### config.mk
export PLATFORM = sky130hd
export DESIGN_NAME = mem_arbiter
export DESIGN_NICKNAME = d
export VERILOG_FILES = /design/src/rtl/mem_arbiter.sv
export SDC_FILE = /design/constraint.sdc
export NUM_CORES = 1
export LEC_CHECK = 0
export CORE_MARGIN = 10
export CORE_UTILIZATION = 38
export DETAILED_ROUTE_END_ITERATION = 10
export PLACE_DENSITY = 0.78
export SLEW_MARGIN = 25
export SYNTH_ARGS = -nofsm -noshare
export SYNTH_HDL_FRONTEND = slang
export SYNTH_SLANG_ARGS = --single-unit
### constraint.sdc
create_clock -name clk -period 1.95 [get_ports clk]
set_clock_uncertainty 0.15 [all_clocks]
set_input_delay 0.39 -clock clk [delete_from_list [all_inputs] [get_ports clk]]
set_output_delay 0.39 -clock clk [all_outputs]
set_load 0.01 [all_outputs]
### src/rtl/mem_arbiter.sv
`default_nettype none
// ============================================================================
// Module   : mem_arbiter
// Purpose  : Arbitrates instruction-fetch and data accesses onto one shared
//            single-port RAM, with a per-access timeout and a sticky bus_err.
//            Define MEM_ARB_RR_EN for round-robin priority (default: MEM wins).
// Revision : 1.0 - initial release
// ============================================================================
module mem_arbiter #(
    parameter int ADDR_WIDTH = 32,
    parameter int DATA_WIDTH = 32,
    parameter int TIMEOUT    = 255
) (
    input  logic                  clk,
    input  logic                  rst,
    input  logic                  if_req,
    input  logic [ADDR_WIDTH-1:0] if_addr,
    output logic [DATA_WIDTH-1:0] if_rdata,
    output logic                  if_ack,
    input  logic                  mem_req,
    input  logic                  mem_we,
    input  logic [ADDR_WIDTH-1:0] mem_addr,
    input  logic [DATA_WIDTH-1:0] mem_wdata,
    output logic [DATA_WIDTH-1:0] mem_rdata,
    output logic                  mem_ack,
    output logic                  ram_cs,
    output logic                  ram_we,
    output logic [ADDR_WIDTH-1:0] ram_addr,
    output logic [DATA_WIDTH-1:0] ram_din,
    input  logic [DATA_WIDTH-1:0] ram_dout,
    input  logic                  ram_ack,
    output logic                  if_stall,
    output logic                  mem_stall,
    output logic                  bus_err
);

    localparam logic [1:0] S_IDLE    = 2'd0;
    localparam logic [1:0] S_GNT_IF  = 2'd1;
    localparam logic [1:0] S_GNT_MEM = 2'd2;
    localparam logic [1:0] S_DONE    = 2'd3;

    localparam logic [7:0] C_TMO_LAST = 8'(TIMEOUT - 1);

    logic [1:0] r_state;
    logic [1:0] w_next;
    logic       r_owner_mem;
    logic [7:0] r_tcnt;
    logic       w_pick_mem;
    logic       w_in_gnt;
    logic       w_timeout;
    logic       w_start;

`ifdef MEM_ARB_RR_EN
    // r_prio = 1 favours IF; only consulted when both ports request together.
    logic r_prio;
    assign w_pick_mem = mem_req & (~if_req | ~r_prio);
`else
    assign w_pick_mem = mem_req;
`endif

    assign w_in_gnt  = (r_state == S_GNT_IF) || (r_state == S_GNT_MEM);
    assign w_timeout = w_in_gnt & ~ram_ack & (r_tcnt == C_TMO_LAST);
    assign w_start   = (r_state == S_IDLE) && (w_next != S_IDLE);

    // State register
    always_ff @(posedge clk) begin
        if (rst) begin
            r_state <= S_IDLE;
        end else begin
            r_state <= w_next;
        end
    end

    // Next-state logic
    always_comb begin
        w_next = r_state;
        case (r_state)
            S_IDLE: begin
                if (w_pick_mem) begin
                    w_next = S_GNT_MEM;
                end else if (if_req) begin
                    w_next = S_GNT_IF;
                end
            end
            S_GNT_IF, S_GNT_MEM: begin
                if (ram_ack || w_timeout) begin
                    w_next = S_DONE;
                end
            end
            default: w_next = S_IDLE;
        endcase
    end

    // Output decode
    always_comb begin
        ram_cs  = w_in_gnt;
        if_ack  = (r_state == S_DONE) & ~r_owner_mem;
        mem_ack = (r_state == S_DONE) &  r_owner_mem;
    end

    assign if_stall  = if_req  & ~if_ack;
    assign mem_stall = mem_req & ~mem_ack;

    // Request capture, read-data latching and timeout tracking
    always_ff @(posedge clk) begin
        if (rst) begin
            ram_we      <= 1'b0;
            ram_addr    <= '0;
            ram_din     <= '0;
            if_rdata    <= '0;
            mem_rdata   <= '0;
            bus_err     <= 1'b0;
            r_tcnt      <= '0;
            r_owner_mem <= 1'b0;
        end else begin
            if (w_start) begin
                r_owner_mem <= w_pick_mem;
                r_tcnt      <= '0;
                ram_we      <= w_pick_mem & mem_we;
                ram_addr    <= w_pick_mem ? mem_addr  : if_addr;
                ram_din     <= w_pick_mem ? mem_wdata : '0;
            end
            if (w_in_gnt) begin
                if (ram_ack) begin
                    if (r_owner_mem) begin
                        mem_rdata <= ram_dout;
                    end else begin
                        if_rdata <= ram_dout;
                    end
                end else begin
                    r_tcnt <= r_tcnt + 8'd1;
                end
                if (w_timeout) begin
                    bus_err <= 1'b1;
                end
            end
        end
    end

`ifdef MEM_ARB_RR_EN
    always_ff @(posedge clk) begin
        if (rst) begin
            r_prio <= 1'b0;
        end else if (r_state == S_DONE) begin
            r_prio <= r_owner_mem;
        end
    end
`endif

endmodule
`default_nettype wire

==> flow_metrics.tcl <==
set metrics [dict create \
    place_congestion 0.8016 \
    numClockSinks 141 \
    maxSlewViolCount 0 \
    dr_total_vias 6012 \
    die_w_um 147.1 \
    layout.cells.non_filler 1201 \
    p_clk_share_pct 22.5 \
    tritoncts "yes" \
    crit_family "compound AO/OA/AOI/OAI gates" \
    hold-worst-slack_ns 0.2623 \
    grt_usage_pct 18.88 \
    vdd_drop_max_mv 0.9804 \
    worstPathArrival_ns 2.22 \
    cts_buffers 17 \
    vias_per_cell 5.006 \
    fin_nets 1112 \
    clockBufferDepth 2 \
    drc 0 \
    ios 269 \
    multi_input_area_um2 3153 \
    area_growth_pct 67.58 \
    crit_type "reg -> reg" \
    synth-seq-cells 141 \
    startpoint_type "register" \
    htreeDepth 4 \
    hold_viol_final 0 \
    worstSetupEndpointType "register" \
    initialDrtViolationCount 274 \
    diodes 0 \
    layout-drive-gt1-share_pct 16.95 \
    synth.cell_area_um2 6136 \
    dp_hpwl_mm 15.20 \
    p_sw_w 0.005190 \
    avgSynthCellArea_um2 8.829 \
    worst_pin_slew_ns 0.4443 \
    switching_share_pct 35.12 \
    fin_ws_ns -0.08979 \
    dp.cells 1162 \
    drv_cap 0 \
    ys_warn_count 0 \
    row_count 46 \
    intPower_w 0.009587 \
    dr.pass1.iters 7 \
    synth_fp_nets 834 \
    dieArea_um2 21630 \
    fmax_ghz 0.4902 \
    overflow 0 \
    seqPwrFrac_pct 26.3 \
    reg2reg_depth 7 \
    slowest_stage "dfxtp_4" \
    path_buf_inv 3 \
    start_util_pct 38.77 \
    grt_max_degree 47 \
    wirelength_mm 21.50 \
    crit_required_ns 2.13 \
    path_max_fanout 16 \
    total_leakage_power_nw 3.671 \
    finalCriticalPeriod_ns 2.040 \
    wire_per_inst_um 17.90 \
    syn_inst 695 \
    ant_nets 0 \
    core_region_area_um2 15830 \
    setup_viol 63 \
    portBuffers 268 \
    path_clk_slew_ns 0.06 \
    grt_pass1_wl_mm 33.22 \
    min_period_over_period_pct 104.6 \
    p_per_area_nw_per_um2 1437 \
    worst-path-stages 7 \
    synth-seq-area-share_pct 46.00 \
    cpPeakStageDelay_ns 0.34 \
    cts-root-buf "clkbuf_16" \
    power_w 0.01478 \
    hold_path.class "in -> reg" \
    die_h_um 147.1 \
    post-route-cell-area_um2 10280 \
    synth_cell_types 37 \
    placed_area_um2 9328 \
    register_area_um2 2830 \
    p_comb_share_pct 51.2 \
    grt_pass1_vias 6127 \
    nFillCells 1272 \
    violations "negative setup slack" \
    outcome "finished with violations" \
    grt_setup_unrepaired "yes" \
    crit_chain "buf_6 -> buf_4 -> ha_1 -> nand2b_2 -> a21o_1 -> clkbuf_16 -> a211oi_2" \
    clock_latency_ns 0.41 \
    min_path_cells 2 \
    relSlewSlack_pct 70.38 \
    antenna_found_initial 0 \
]
## state kept, by name, summed over array words and instances (netlist names)
register / cells
ram_we: 1
bus_err: 1
r_state: 2
r_tcnt: 8
ram_addr: 32
ram_din: 32
r_owner_mem: 1
if_rdata: 32
mem_rdata: 32
## stage by stage
step                      setup TNS, ns  util, %  setup slack (ns)
after floorplan                       0        -          0.009896
after CTS                        -1.604    63.50          -0.07105
after global routing             -7.916    64.96           -0.1394
final                            -2.898    64.96          -0.08979
after detailed placement         -22.16    58.93           -0.4053
after global placement           -18.13    58.93           -0.3208
## metal layers
metal | track usage, % | part of all wire [%]
met1 | 22.07 | 42
met2 | 30.55 | 48
met3 | 7.801 | 8.5
met4 | 6.492 | 2.1
met5 | 0 | 0
## power groups by stage
stage               Combinational [W]  Clock (W)  Sequential [W]
global placement              0.00621          0         0.00391
global route                  0.00807    0.00353         0.00397
detailed placement            0.00628          0         0.00393
floorplan                     0.00315          0         0.00423
finish                        0.00756    0.00333         0.00389
CTS                           0.00661    0.00339         0.00388
## logic make-up after synthesis
kind of cell | after synthesis | synth area share [%]
AND/OR/NAND/NOR | 233 | 18.58
flip-flops | 141 | 46.00
multiplexers | 65 | 11.26
adder cells (fa/ha/maj) | 5 | 1.020
AO/OA/AOI/OAI | 155 | 16.62
buffers and inverters | 96 | 6.525
## final timing paths
path / startpoint / to / slack [ns]
setup / recovery: r_state[0]$_SDFF_PP0_ / ram_addr[17]$_SDFFE_PP0P_ / -0.09
hold / removal: rst / bus_err$_SDFFE_PP0P_ / 0.26
setup reg to reg: r_state[0]$_SDFF_PP0_ / ram_addr[17]$_SDFFE_PP0P_ / -0.09
hold reg to reg: mem_rdata[4]$_SDFFE_PP0P_ / mem_rdata[4]$_SDFFE_PP0P_ / 0.30
## area by class of cell
class | instances | area share (%)
inverter | 37 | 1.399
clock buffer | 21 | 4.587
multi-input combinational | 458 | 30.66
sequential | 141 | 27.52
clock inverter | 10 | 1.339
timing repair buffer | 318 | 31.86
tap | 216 | 2.628
## placed cells by master, fill, tap and decap left out, types with 3 or more instances in the layout
master / netlist / final
a211oi_1: 66 / 36
a211oi_2: 0 / 29
a21oi_1: 67 / 67
a311oi_1: 4 / 3
a31oi_1: 4 / 4
buf_12: 0 / 14
buf_2: 11 / 4
buf_4: 1 / 31
buf_6: 3 / 5
bufinv_16: 0 / 3
clkbuf_16: 0 / 21
clkdlybuf4s50_1: 0 / 260
clkinv_2: 0 / 3
dfxtp_1: 141 / 139
ha_1: 5 / 4
inv_1: 37 / 35
mux2_2: 32 / 32
mux2i_1: 33 / 33
nand2_1: 136 / 136
nand2b_1: 35 / 34
nand3_1: 6 / 6
nand3b_1: 34 / 34
nor2_1: 8 / 6
nor2b_1: 5 / 3
o21ai_0: 3 / 3
## Yosys cell counts, drive strengths merged
library cell | number | share of area (%)
nand3 | 6 | 0.49
or3 | 1 | 0.10
a311o | 1 | 0.16
nor3 | 1 | 0.081
and4 | 3 | 0.43
buf | 17 | 1.7
a31oi | 4 | 0.41
a21oi | 68 | 5.6
nor2b | 5 | 0.51
a21o | 1 | 0.12
a21boi | 1 | 0.18
o21a | 2 | 0.24
nand2b | 35 | 3.6
o31ai | 1 | 0.12
dfxtp | 141 | 46
a211oi | 66 | 8.1
and2 | 1 | 0.10
or2 | 1 | 0.10
and3 | 1 | 0.10
ha | 5 | 1.0
o32ai | 3 | 0.73
nor3b | 1 | 0.12
o2bb2ai | 1 | 0.14
clkbuf | 42 | 2.6
nand2 | 136 | 8.3
nor2 | 8 | 0.49
mux2 | 32 | 5.9
mux2i | 33 | 5.4
o21ai | 3 | 0.24
inv | 37 | 2.3
a311oi | 4 | 0.57
nand3b | 34 | 4.2
## repair_timing
item / 4_1_cts / 5_1_grt
setup endpoints to repair: 77 / 77
hold buffers: 0 / 0
buffers inserted: 1 / 22
gates resized for setup: 52 / 23
pin swaps: 2 / 15
gates cloned: 0 / 3
Power figures use the tool's default switching activity.
